### config.mk
export PLATFORM = sky130hd
export DESIGN_NAME = alu_pipe
export DESIGN_NICKNAME = d
export VERILOG_FILES = /design/src/rtl/alu_pipe_pkg.sv /design/src/rtl/alu_mul_iter.sv /design/src/rtl/alu_pipe.sv
export SDC_FILE = /design/constraint.sdc
export NUM_CORES = 1
export LEC_CHECK = 0
export BUFFER_PORTS_ARGS = -buffer_cell sky130_fd_sc_hd__buf_4
export CAP_MARGIN = 15
export CORE_AREA = 4 4 279 281
export CTS_CLUSTER_DIAMETER = 50
export CTS_CLUSTER_SIZE = 20
export DETAILED_ROUTE_END_ITERATION = 12
export DIE_AREA = 0 0 283 285
export PLACE_DENSITY_LB_ADDON = 0.08
export SLEW_MARGIN = 10
export SYNTH_ARGS = -nofsm -noshare
export SYNTH_HDL_FRONTEND = slang
export SYNTH_SLANG_ARGS = --single-unit
### constraint.sdc
create_clock -name clk -period 7.9 [get_ports clk]
set_clock_uncertainty 0.15 [all_clocks]
set_input_delay 0.79 -clock clk [delete_from_list [all_inputs] [get_ports clk]]
set_output_delay 0.79 -clock clk [all_outputs]
set_load 0.01 [all_outputs]
### src/rtl/alu_pipe_pkg.sv
// alu_pipe_pkg: shared opcode, FSM state and flag types for alu_pipe
package alu_pipe_pkg;

    typedef enum logic [2:0] {
        OP_ADD = 3'd0,
        OP_SUB = 3'd1,
        OP_OR  = 3'd2,
        OP_AND = 3'd3,
        OP_XOR = 3'd4,
        OP_SLL = 3'd5,
        OP_SRL = 3'd6,
        OP_MUL = 3'd7
    } op_e;

    typedef enum logic [1:0] {
        IDLE = 2'd0,
        BUSY = 2'd1,
        HOLD = 2'd2
    } state_e;

    typedef struct packed {
        logic carry;
        logic overflow;
        logic zero;
        logic negative;
    } flags_t;

endpackage

### src/rtl/alu_mul_iter.sv
// alu_mul_iter: WIDTH-cycle iterative unsigned shift-add multiplier
// Ports: clk, rst_n (async active-low), start (latch a/b and begin),
//        a, b (operands), done (high during the final iteration cycle),
//        product (2*WIDTH-bit result, valid while done is high)
module alu_mul_iter #(
    parameter int WIDTH = 32
) (
    input  logic                 clk,
    input  logic                 rst_n,
    input  logic                 start,
    input  logic [WIDTH-1:0]     a,
    input  logic [WIDTH-1:0]     b,
    output logic                 done,
    output logic [2*WIDTH-1:0]   product
);

    localparam int SHW = $clog2(WIDTH);

    logic [2*WIDTH-1:0] mcand;
    logic [2*WIDTH-1:0] acc;
    logic [WIDTH-1:0]   mplier;
    logic [SHW-1:0]     cnt;
    logic               busy;

    // product includes the current iteration's partial sum, so the
    // owner can capture the full result on the same edge done is seen
    assign product = acc + (mplier[0] ? mcand : '0);
    assign done    = busy & (cnt == SHW'(WIDTH - 1));

    always_ff @(posedge clk or negedge rst_n) begin
        if (!rst_n) begin
            mcand  <= '0;
            acc    <= '0;
            mplier <= '0;
            cnt    <= '0;
            busy   <= 1'b0;
        end else if (start) begin
            mcand  <= {{WIDTH{1'b0}}, a};
            acc    <= '0;
            mplier <= b;
            cnt    <= '0;
            busy   <= 1'b1;
        end else if (busy) begin
            acc    <= product;
            mcand  <= mcand << 1;
            mplier <= mplier >> 1;
            cnt    <= cnt + 1'b1;
            busy   <= ~done;
        end
    end

endmodule

### src/rtl/alu_pipe.sv
// alu_pipe: clocked WIDTH-bit ALU with valid/ready handshakes and iterative MUL
// Ports: clk, rst_n (async active-low)
//        in_valid/in_ready, a, b, cin, op : operand issue handshake
//        out_valid/out_ready, result      : writeback handshake
//        carry, overflow, zero, negative  : flags registered with result
module alu_pipe #(
    parameter int WIDTH = 32
) (
    input  logic              clk,
    input  logic              rst_n,
    input  logic              in_valid,
    output logic              in_ready,
    input  logic [WIDTH-1:0]  a,
    input  logic [WIDTH-1:0]  b,
    input  logic              cin,
    input  logic [2:0]        op,
    output logic              out_valid,
    input  logic              out_ready,
    output logic [WIDTH-1:0]  result,
    output logic              carry,
    output logic              overflow,
    output logic              zero,
    output logic              negative
);

    import alu_pipe_pkg::*;

    localparam int SHW = $clog2(WIDTH);

    state_e             state, state_n;
    flags_t             flags, flags_n;
    op_e                opc;
    logic [WIDTH-1:0]   res_n, alu_r;
    logic               alu_c, alu_v;
    logic [WIDTH:0]     sum, diff;
    logic [2*WIDTH-1:0] prod;
    logic               mul_done, accept, is_mul, load;

    assign opc      = op_e'(op);
    assign is_mul   = opc == OP_MUL;
    // ready follows out_ready combinationally so HOLD can drain and refill in one cycle
    assign in_ready = rst_n & ((state == IDLE) | ((state == HOLD) & out_ready));
    assign accept   = in_valid & in_ready;

    // borrow of a - b - cin appears as bit WIDTH of the extended difference
    assign sum  = {1'b0, a} + {1'b0, b} + {{WIDTH{1'b0}}, cin};
    assign diff = {1'b0, a} - {1'b0, b} - {{WIDTH{1'b0}}, cin};

    alu_mul_iter #(.WIDTH(WIDTH)) u_mul (
        .clk     (clk),
        .rst_n   (rst_n),
        .start   (accept & is_mul),
        .a       (a),
        .b       (b),
        .done    (mul_done),
        .product (prod)
    );

    always_comb begin
        alu_r = '0;
        alu_c = 1'b0;
        alu_v = 1'b0;
        case (opc)
            OP_ADD: begin
                alu_r = sum[WIDTH-1:0];
                alu_c = sum[WIDTH];
                alu_v = (a[WIDTH-1] == b[WIDTH-1]) & (sum[WIDTH-1] != a[WIDTH-1]);
            end
            OP_SUB: begin
                alu_r = diff[WIDTH-1:0];
                alu_c = diff[WIDTH];
                alu_v = (a[WIDTH-1] != b[WIDTH-1]) & (diff[WIDTH-1] != a[WIDTH-1]);
            end
            OP_OR:   alu_r = a | b;
            OP_AND:  alu_r = a & b;
            OP_XOR:  alu_r = a ^ b;
            OP_SLL:  alu_r = a << b[SHW-1:0];
            OP_SRL:  alu_r = a >> b[SHW-1:0];
            default: alu_r = '0;
        endcase
    end

    always_comb begin
        res_n            = (state == BUSY) ? prod[WIDTH-1:0] : alu_r;
        flags_n.carry    = (state == BUSY) ? |prod[2*WIDTH-1:WIDTH] : alu_c;
        flags_n.overflow = (state == BUSY) ? 1'b0 : alu_v;
        flags_n.zero     = res_n == '0;
        flags_n.negative = res_n[WIDTH-1];
    end

    always_comb begin
        state_n = state;
        load    = 1'b0;
        case (state)
            IDLE: if (accept) begin
                state_n = is_mul ? BUSY : HOLD;
                load    = ~is_mul;
            end
            BUSY: if (mul_done) begin
                state_n = HOLD;
                load    = 1'b1;
            end
            HOLD: if (out_ready) begin
                state_n = accept ? (is_mul ? BUSY : HOLD) : IDLE;
                load    = accept & ~is_mul;
            end
            default: state_n = IDLE;
        endcase
    end

    always_ff @(posedge clk or negedge rst_n) begin
        if (!rst_n) begin
            state  <= IDLE;
            result <= '0;
            flags  <= '0;
        end else begin
            state <= state_n;
            if (load) begin
                result <= res_n;
                flags  <= flags_n;
            end
        end
    end

    assign out_valid = state == HOLD;
    assign carry     = flags.carry;
    assign overflow  = flags.overflow;
    assign zero      = flags.zero;
    assign negative  = flags.negative;

endmodule

==> results.md <==
* Setup TNS at 0 ns
* Top_reg_cell synth: dfrtp_1
* Count of final hold-check violations at 0
* Core Footprint at 0.0754 sq mm
* Global placement routability congestion at 1.02
* Antenna cells at 0
* Die X at 283 microns
* CTS Buffer Depth at 3
* Post-Syn Nets at 3050
* Routed vias/inst at 5.92
* Die area at 0.0807 sq mm
* Largest net degree at the start of global routing at 229
* Via Count at 22600
* Port bufs at 109
* Critical-path cell list: buf_4, inv_2, ha_1, a211oi_1, o21ai_1, a2111oi_1, nor2_1, xor2_1, a22oi_1, a21oi_1, or4b_1, or4_1, nand4b_1, nand2_1
* # clock sinks at 203
* Area post-placement at 0.0241 sq mm
* Slew headroom at 26.1%
* CTS Root Cell: clkbuf_16
* I/O pins at 110
* Total CTS buffers at 46
* Worst reg2reg startpoint: u_mul.mplier[0]
* Post-CTS sizing at 0
* Row count at 101
* Seq/Total Area, Yosys at 22.6%
* Worst-margin pin slew at 1.11 ns
* DR DRC count at 0
* Post-CTS setup buffers at 0
* WS Path Type: in -> reg
* Slowest stage delay, CP at 0.86 ns
* Fin nets at 3064
* Die Span Y at 285 microns
* Worst-path clk slew at 0.05 ns
* CP arrival at 6.26 ns
* DPL Wire Length at 79500 microns
* CTS tree: done
* Leakage at 11.6 nW
* Yosys warns at 0
* Final-report setup violation count at 0
* Critical path's top delay family: compound AO/OA/AOI/OAI gates
* Worst Hold Class: in -> async
* WP data required at 8.27 ns
* Vias in the first global route at 22500
* H-Tree Depth at 2
* Antenna violations before repair at 4
* Area contributors post-synth: dfrtp_1 (23%), ha_1 (11%), mux2i_1 (8.4%)
* Reg2reg end: carry
* Gr usage total at 25.0%
* RSZ-0062 raised after global routing: no
* First-pass GRT wire length at 154000 microns
* Netlist cell types at 89
* First DRT Iteration DRCs at 2335
* Yosys top cell by area: dfrtp_1
* Fmax achieved at 170 MHz
* Max_cap viols at 0
* Post-layout min period at 5.89 ns
* Fin crit share at 74.6%
* Mapped Cells at 2781
* Worst setup SP type: input port
* Max-slew violation count at 0
* Gr ovfl total at 0
* Hold buffer count at CTS at 0
* Count of buffer and inverter cells on the critical path at 2
* Total power density per cell area at 372 mW/mm^2
* Synthesis-stage register bit count at 203
* Synth-to-layout area growth at 14.9%
* Initial cell density of the core at 29.8%
* Hold slack at 0.0183 ns
* Max IR drop VDD at 0.185 mV
* Routed WL per cell at 27.5 microns
* CP max FO at 64
* Synth top area share at 22.6%
* Synth async-reset ratio at 100%
* Reg2Reg Depth at 15
* Drt total wl at 105000 microns
* Slack of the worst reg-to-reg path at 2.09 ns
* Crit. End Element: flip-flop
* Antenna-violating nets left at 0
* Worst path slowest cell: a2111oi_1
* Cell Area, Synth at 0.0225 sq mm
* TritonRoute pass-1 iters at 6
* Worst-Skew Late Latency at 0.61 ns
* Cell area after layout at 0.0259 sq mm
* EDFF count, synth at 0
* Outcome: completed
* Mean post-synth cell area at 8.09 sq um
* Layout cells sized above 1 at 12.2%
## where the power goes
part / total, W / switching (W) / internal (W) / leakage (nW)
Sequential: 0.00197 / 0.000428 / 0.00154 / 2.53
Combinational: 0.00550 / 0.00347 / 0.00203 / 8.26
Clock: 0.00215 / 0.000757 / 0.00139 / 0.833
Total: 0.00961 / 0.00465 / 0.00496 / 11.6
## layer usage
layer | routed length [microns] | track usage (%) | vias to the layer above | part of all wire, %
met5 | 27 | 0 | - | 0.026
met4 | 4210 | 8.73 | 4 | 4.0
met3 | 7420 | 4.69 | 247 | 7.1
met2 | 44900 | 38.5 | 964 | 43
met1 | 48200 | 35.1 | 11100 | 46
li1 | - | - | 10200 | -
## per-stage QoR
step / power, W / instances / utilization [%] / setup slack, ns
final: 0.00961 / 3811 / 34.3 / 2.01
after global routing: 0.0103 / 3811 / 34.3 / 1.62
after CTS: 0.00964 / 3811 / 34.3 / 2.13
after detailed placement: 0.00742 / 3725 / 32.0 / 1.55
after global placement: 0.00742 / 3725 / 32.0 / 1.66
after floorplan: 0.00554 / 2781 / - / 2.23
## sequential cells by signal, summed over array words and instances, names as in the netlist
name,cells
u_mul.busy,1
zero,1
carry,1
u_mul.mplier,32
state,2
u_mul.cnt,5
u_mul.mcand,64
u_mul.acc,64
result,32
overflow,1
## cells in the mapped netlist, types with 18 or more instances
cell type / number
nor3_1: 52
nand3_1: 41
xor2_1: 45
mux4_2: 63
nor2_1: 309
o21ai_0: 205
clkbuf_1: 134
xnor2_1: 51
o211ai_1: 24
and2_1: 74
o21a_1: 22
dfrtp_1: 203
a21o_1: 64
buf_1: 21
a31oi_1: 31
nand2_1: 292
nor4_1: 18
nor2b_1: 19
a211oi_1: 29
o31ai_1: 23
mux2i_1: 189
inv_1: 114
a21oi_1: 212
ha_1: 192
nand4_1: 37
## how the worst max path moves through the flow
stage,cells past startpoint,endpoint,start,slack (ns)
6_report,14,zero,b[1],2.01
5_1_grt,16,zero,b[1],1.62
4_1_cts,15,carry,u_mul.mplier[0],2.13
3_5_place_dp,16,zero,b[1],1.55
3_3_place_gp,16,zero,b[1],1.66
2_1_floorplan,19,zero,b[2],2.23
## cells by family after synthesis
| logic type | count (synthesis) | share of synthesized area, % |
|---|---|---|
| AOI/OAI and AO/OA | 794 | 22.6 |
| xor gates and xnor gates | 96 | 3.74 |
| adders and majority gates | 197 | 11.1 |
| buffers and inverters | 293 | 5.17 |
| DFF | 203 | 22.6 |
| muxes | 273 | 15.9 |
| and+or+nand+nor | 925 | 19.0 |
## final cells by class
class                   instances  area (sq um)
clock buffers                  55          1240
clock inverters                31           468
fillers                      7976         49600
inverters                     118           443
multi-input cells            2285         16300
flip-flops and latches        203          5080
well taps                     978          1220
repair buffers                141          1080
## placed cells by master (no fill, tap or decap), drive strengths merged, types with 74 or more instances in the layout
cell,instances
nor2,309
nand2,292
o21ai,214
a21oi,212
dfrtp,203
ha,192
mux2i,189
buf,141
inv,132
and2,74
Power figures use the tool's default switching activity.
